## config.mk

```make
export PLATFORM = sky130hd
export DESIGN_NAME = button_event_master
export DESIGN_NICKNAME = d
export VERILOG_FILES = /design/src/rtl/button_evt_pkg.sv /design/src/rtl/button_evt_fifo.sv /design/src/rtl/button_event_master.sv
export SDC_FILE = /design/constraint.sdc
export NUM_CORES = 1
export LEC_CHECK = 0
export BUFFER_PORTS_ARGS = -buffer_cell sky130_fd_sc_hd__buf_2
export CAP_MARGIN = 10
export CORE_ASPECT_RATIO = 1.2
export CORE_MARGIN = 5
export CORE_UTILIZATION = 44
export DETAILED_ROUTE_END_ITERATION = 16
export HOLD_SLACK_MARGIN = 0.1
export PLACE_DENSITY = 0.8
export SLEW_MARGIN = 20
export SYNTH_ARGS = -nofsm -noshare
export SYNTH_HDL_FRONTEND = slang
export SYNTH_SLANG_ARGS = --single-unit
```

## constraint.sdc

```tcl
create_clock -name clk -period 1.9 [get_ports clk]
set_clock_uncertainty 0.2 [all_clocks]
set_input_delay 0.38 -clock clk [delete_from_list [all_inputs] [get_ports clk]]
set_output_delay 0.38 -clock clk [all_outputs]
set_load 0.005 [all_outputs]
```

## src/rtl/button_evt_pkg.sv

```systemverilog
// Shared types and constants for the button event master and its FIFO.
package button_evt_pkg;

  typedef enum logic [2:0] {
    INIT,
    IDLE,
    RD,
    CAP,
    CLR,
    PUSH
  } state_t;

  localparam logic [1:0] PIO_ADDR_DATA = 2'd0;
  localparam logic [1:0] PIO_ADDR_MASK = 2'd2;
  localparam logic [1:0] PIO_ADDR_EDGE = 2'd3;

  localparam logic [7:0] OVF_CNT_MAX = 8'hFF;

  function automatic logic [7:0] sat_inc8(input logic [7:0] value);
    return (value == OVF_CNT_MAX) ? value : value + 8'd1;
  endfunction

endpackage

```

## src/rtl/button_evt_fifo.sv

```systemverilog
// Small synchronous event FIFO; an extra pointer bit separates full from empty.
module button_evt_fifo
  import button_evt_pkg::*;
#(
  parameter int WIDTH = 2,
  parameter int DEPTH = 4
) (
  input  logic             clk,
  input  logic             reset_n,
  input  logic             push,
  input  logic [WIDTH-1:0] push_data,
  input  logic             pop,
  output logic [WIDTH-1:0] head,
  output logic             full,
  output logic             empty
);

  localparam int AW = $clog2(DEPTH);

  logic [WIDTH-1:0] mem [DEPTH];
  logic [AW:0]      wr_ptr;
  logic [AW:0]      rd_ptr;
  logic             do_push;
  logic             do_pop;

  // A push into a full FIFO is refused even when a pop happens alongside it.
  assign do_push = push && !full;
  assign do_pop  = pop && !empty;

  assign empty = (wr_ptr == rd_ptr);
  assign full  = (wr_ptr[AW] != rd_ptr[AW]) &&
                 (wr_ptr[AW-1:0] == rd_ptr[AW-1:0]);
  assign head  = mem[rd_ptr[AW-1:0]];

  always_ff @(posedge clk or negedge reset_n) begin
    if (!reset_n) begin
      wr_ptr <= '0;
      rd_ptr <= '0;
    end else begin
      if (do_push) wr_ptr <= wr_ptr + (AW+1)'(1);
      if (do_pop)  rd_ptr <= rd_ptr + (AW+1)'(1);
    end
  end

  always_ff @(posedge clk) begin
    if (do_push) mem[wr_ptr[AW-1:0]] <= push_data;
  end

endmodule

```

## src/rtl/button_event_master.sv

```systemverilog
// Avalon-MM initiator servicing the button PIO edge-capture register into an event stream.
// Optional BUTTON_EVT_OVF_CNT_EN adds an 8-bit saturating dropped-event counter.
module button_event_master
  import button_evt_pkg::*;
#(
  parameter int             WIDTH      = 2,
  parameter logic [WIDTH-1:0] MASK     = 2'b11,
  parameter int             FIFO_DEPTH = 4
) (
  input  logic             clk,
  input  logic             reset_n,
  input  logic             irq,
  output logic [1:0]       address,
  output logic             chipselect,
  output logic             write_n,
  output logic [31:0]      writedata,
  input  logic [31:0]      readdata,
  output logic             evt_valid,
  output logic [WIDTH-1:0] evt_data,
  input  logic             evt_ready,
  output logic             overflow
`ifdef BUTTON_EVT_OVF_CNT_EN
  ,
  output logic [7:0]       ovf_count
`endif
);

  state_t           state;
  logic [WIDTH-1:0] cap;
  logic             fifo_full;
  logic             fifo_empty;
  logic             push;
  logic             drop;
  logic             unused_readdata;

  assign unused_readdata = ^readdata[31:WIDTH];

  assign push = (state == PUSH) && (cap != '0) && !fifo_full;
  assign drop = (state == PUSH) && (cap != '0) &&  fifo_full;

  assign evt_valid = !fifo_empty;

  // Bus outputs are loaded on the edge that enters a state, so they line up
  // with the state they belong to; the INIT write shows up on the first cycle after reset.
  always_ff @(posedge clk or negedge reset_n) begin
    if (!reset_n) begin
      state      <= INIT;
      address    <= PIO_ADDR_DATA;
      chipselect <= 1'b0;
      write_n    <= 1'b1;
      writedata  <= '0;
      cap        <= '0;
      overflow   <= 1'b0;
    end else begin
      address    <= PIO_ADDR_DATA;
      chipselect <= 1'b0;
      write_n    <= 1'b1;
      writedata  <= '0;
      case (state)
        INIT: begin
          chipselect <= 1'b1;
          write_n    <= 1'b0;
          address    <= PIO_ADDR_MASK;
          writedata  <= 32'(MASK);
          state      <= IDLE;
        end
        IDLE: begin
          if (irq) begin
            chipselect <= 1'b1;
            address    <= PIO_ADDR_EDGE;
            state      <= RD;
          end
        end
        RD: begin
          state <= CAP;
        end
        CAP: begin
          cap        <= readdata[WIDTH-1:0];
          chipselect <= 1'b1;
          write_n    <= 1'b0;
          address    <= PIO_ADDR_EDGE;
          state      <= CLR;
        end
        CLR: begin
          state <= PUSH;
        end
        PUSH: begin
          if (drop) overflow <= 1'b1;
          state <= IDLE;
        end
        default: begin
          state <= INIT;
        end
      endcase
    end
  end

`ifdef BUTTON_EVT_OVF_CNT_EN
  always_ff @(posedge clk or negedge reset_n) begin
    if (!reset_n) begin
      ovf_count <= '0;
    end else if (drop) begin
      ovf_count <= sat_inc8(ovf_count);
    end
  end
`endif

  button_evt_fifo #(
    .WIDTH (WIDTH),
    .DEPTH (FIFO_DEPTH)
  ) u_fifo (
    .clk       (clk),
    .reset_n   (reset_n),
    .push      (push),
    .push_data (cap),
    .pop       (evt_ready),
    .head      (evt_data),
    .full      (fifo_full),
    .empty     (fifo_empty)
  );

endmodule

```

==> flow_summary_export.csv <==
group,metric,value,unit
power_and_ir_drop,ir_drop,0.00108,V
timing,rsz0062_at_grt,"true",
timing,fin_setup_tns,-0.397,ns
critical_path,crit_buf_inv,1,
timing,fin_ws,-0.144,ns
final_layout,nFillCells,269,
timing,tightest_slew,0.499,ns
timing,setup_viol,3,
final_layout,final_cell_mix,"conb_1, buf_2, dfrtp_1",
drt,vias_per_cell,4.57,
power_and_ir_drop,leakagePower,0.733,nW
global_route,grt_pass1_wl,3450,µm
floorplan,fp.dieH,71.9,µm
final_layout,multi_input_area,648,µm²
critical_path,path_max_fanout,5,
timing,post-route-period-util,108,%
cts,clock_path_buffers,2,
worst_hold_path,hp-class,"primary input to flip-flop",
synthesis,syn_area,1410,µm²
timing,max_slew_margin,66.3,%
placement,place.gp.congestion,0.813,
cts,cts_tree,"done",
critical_path,start_kind,"flip-flop",
critical_path,r2r_cells,4,
global_route,grt_max_degree,18,
global_route,gr-total-overflow,0,
cts,cts_made_buffers,3,
critical_path,crit_cells,3,
power_and_ir_drop,power_density,1600,nW/µm²
floorplan,fp.dieW,61.6,µm
synthesis,synth_top_area_share,28.5,%
final_layout,layout.area.seq,674,µm²
job,maxCapViolCount,0,
final_layout,area_delta_synth_final,13.9,%
cts,cts-root-buf,"clkbuf_4",
placement,dp_hpwl,1590,µm
critical_path,crit_type,"flip-flop to output pin",
synthesis,syn-instance-count,116,
timing,fmax,0.489,GHz
critical_path,r2r_end,"u_fifo.mem[0][0]$_DFFE_PP_",
final_layout,nets,187,
synthesis,async_flop_share,68.0,%
floorplan,core_area,3080,µm²
critical_path,reg2reg_setup_slack,0.01,ns
synthesis,synth_cell_types,34,
drt,drc,0,
drt,dr.pass1.iters,4,
synthesis,yosysWarningCount,0,
synthesis,yosysTopAreaCell,"dfrtp_1",
placement,post-place-ws,0.0736,ns
timing,drv_slew,0,
synthesis,synth-seq-cells,25,
drt,num_vias,827,
critical_path,required,1.32,ns
status,status,"complete, but fails checks",
floorplan,initial_core_util,45.6,%
drt,wire_per_inst,12.8,µm
critical_path,critPathCapture,"evt_valid",
synthesis,synthTopCellsByArea,"dfrtp_1, edfxtp_1, buf_4",
critical_path,crit_chain,"xor2_2 -> or3_1 -> buf_2",
timing,hold_viol,0,
critical_path,cp-end-kind,"output pin",
final_layout,drive_gt1_share,38.6,%
global_route,grt.total_usage,10.5,%
final_layout,mostFrequentLayoutCell,"conb_1",
drt,antenna_left,0,
drt,wl,2310,µm
global_route,antenna_found_initial,0,
cts,clk_latency,0.31,ns
critical_path,crit_path_max_incr_delay,0.45,ns
synthesis,synth_ff_type,"dfrtp_1",
final_layout,diodes,0,
floorplan,num_rows,22,
critical_path,critPathTopFamily,"flip-flops",
cts,clkSinkCount,25,
critical_path,reg2reg_from,"u_fifo.wr_ptr[2]$_DFFE_PN0P_",
synthesis,ys_seq_area_share,47.5,%
global_route,grt_pass1_vias,801,
critical_path,crit_arrival,1.46,ns
cts,cts.clk_slew.worst_paths,0.12,ns
synthesis,synth-edff-count,8,
floorplan,ios,76,
synthesis,synth.avg_cell_area,12.1,µm²
drt,drtIter0Drc,38,
placement,port_buffers,15,
critical_path,crit_start,"u_fifo.wr_ptr[1]$_DFFE_PN0P_",
status,violations,"negative setup slack",
timing,period_minus_slack,2.04,ns
critical_path,slowest_stage,"dfrtp_2",
cts,h-tree-depth,1,
floorplan,dieArea,4430,µm²
==> repair_timing <==
action / CTS / global route
gates cloned: 0 / 0
buffers inserted: 7 / 3
resized for setup: 8 / 12
pin swaps: 2 / 3
hold endpoints to repair: 19 / 0
endpoints found under the setup margin: 3 / 10
hold buffers: 3 / 0
==> worst reg2reg max path, delay by kind of cell, from the launching register on <==
| kind | cells | cell delay, ns |
|---|---|---|
| flops | 1 | 0.47 |
| xor+xnor | 1 | 0.21 |
| buf+inv | 1 | 0.13 |
| compound gates | 1 | 0.38 |
| simple gates | 1 | 0.23 |
==> cell families after synthesis <==
| kind of cell | synth area share (%) |
|---|---|
| flip-flops | 47.5 |
| buffers and inverters | 18.4 |
| XOR/XNOR | 5.52 |
| other | 0.267 |
| AO/OA/AOI/OAI | 7.12 |
| adder cells (fa/ha/maj) | 4.45 |
| AND/OR/NAND/NOR | 9.53 |
| multiplexers | 7.21 |
==> final cells by class <==
type,instances,area share [%]
clock buffer,4,1.64
timing repair buffer,29,12.2
multi-input combinational,84,40.5
sequential,25,42.1
inverter,3,0.704
tap,36,2.81
==> registers in the layout, indices dropped and copies added, names as in the netlist <==
| register | count |
|---|---|
| u_fifo.mem | 8 |
| state | 3 |
| u_fifo.rd_ptr | 3 |
| u_fifo.wr_ptr | 3 |
| address | 2 |
| cap | 2 |
| chipselect | 1 |
| overflow | 1 |
| write_n | 1 |
| writedata | 1 |
==> layer usage <==
| layer | part of all wire [%] | GRT usage (%) | wire length (µm) | vias to the layer above |
|---|---|---|---|---|
| met1 | 39 | 12.4 | 905 | 394 |
| met5 | 0 | 0 | 0 | - |
| li1 | - | - | - | 394 |
| met4 | 1.1 | 5.66 | 26 | 0 |
| met3 | 6.4 | 1.60 | 148 | 3 |
| met2 | 53 | 17.6 | 1230 | 36 |
==> cells in the mapped netlist, types with 3 or more instances <==
cell type / instances
buf_4: 31
dfrtp_1: 16
edfxtp_1: 8
ha_1: 5
nor2_1: 5
xnor2_1: 5
a21oi_1: 3
and2_2: 3
inv_1: 3
mux2_2: 3
nand2_1: 3
nor2b_1: 3
or2_2: 3
==> worst min path at each step <==
| stage | from | endpoint | slack [ns] | depth (start not counted) |
|---|---|---|---|---|
| after global routing | irq | state[1]$_DFFE_PN0P_ | 0.13 | 3 |
| after floorplan | reset_n | address[0]$_DFF_PN0_ | -0.12 | 0 |
| after detailed placement | reset_n | u_fifo.rd_ptr[1]$_DFFE_PN0P_ | 0.12 | 1 |
| final | irq | state[1]$_DFFE_PN0P_ | 0.13 | 3 |
| after CTS | irq | state[1]$_DFFE_PN0P_ | 0.13 | 3 |
| after global placement | reset_n | u_fifo.rd_ptr[1]$_DFFE_PN0P_ | 0.11 | 1 |
==> per-stage QoR <==
stage | std cells | hold slack [ns] | utilization, % | area [µm²] | power [mW]
CTS | 178 | 0.129 | 49.3 | 1520 | 2.33
floorplan | 145 | -0.116 | - | 1510 | 1.70
global route | 181 | 0.129 | 51.9 | 1600 | 2.75
detailed placement | 164 | 0.120 | 45.2 | 1390 | 1.91
finish | 181 | 0.132 | 51.9 | 1600 | 2.56
global placement | 164 | 0.108 | 45.2 | 1390 | 1.84
==> power by group <==
group	switching [mW]	internal [mW]	total [mW]	leakage (nW)
Sequential	0.210	0.790	0.999	0.270
Combinational	0.614	0.722	1.34	0.447
Clock	0.142	0.0821	0.224	0.0150
Note: power is estimated with default switching activity, not from simulation.
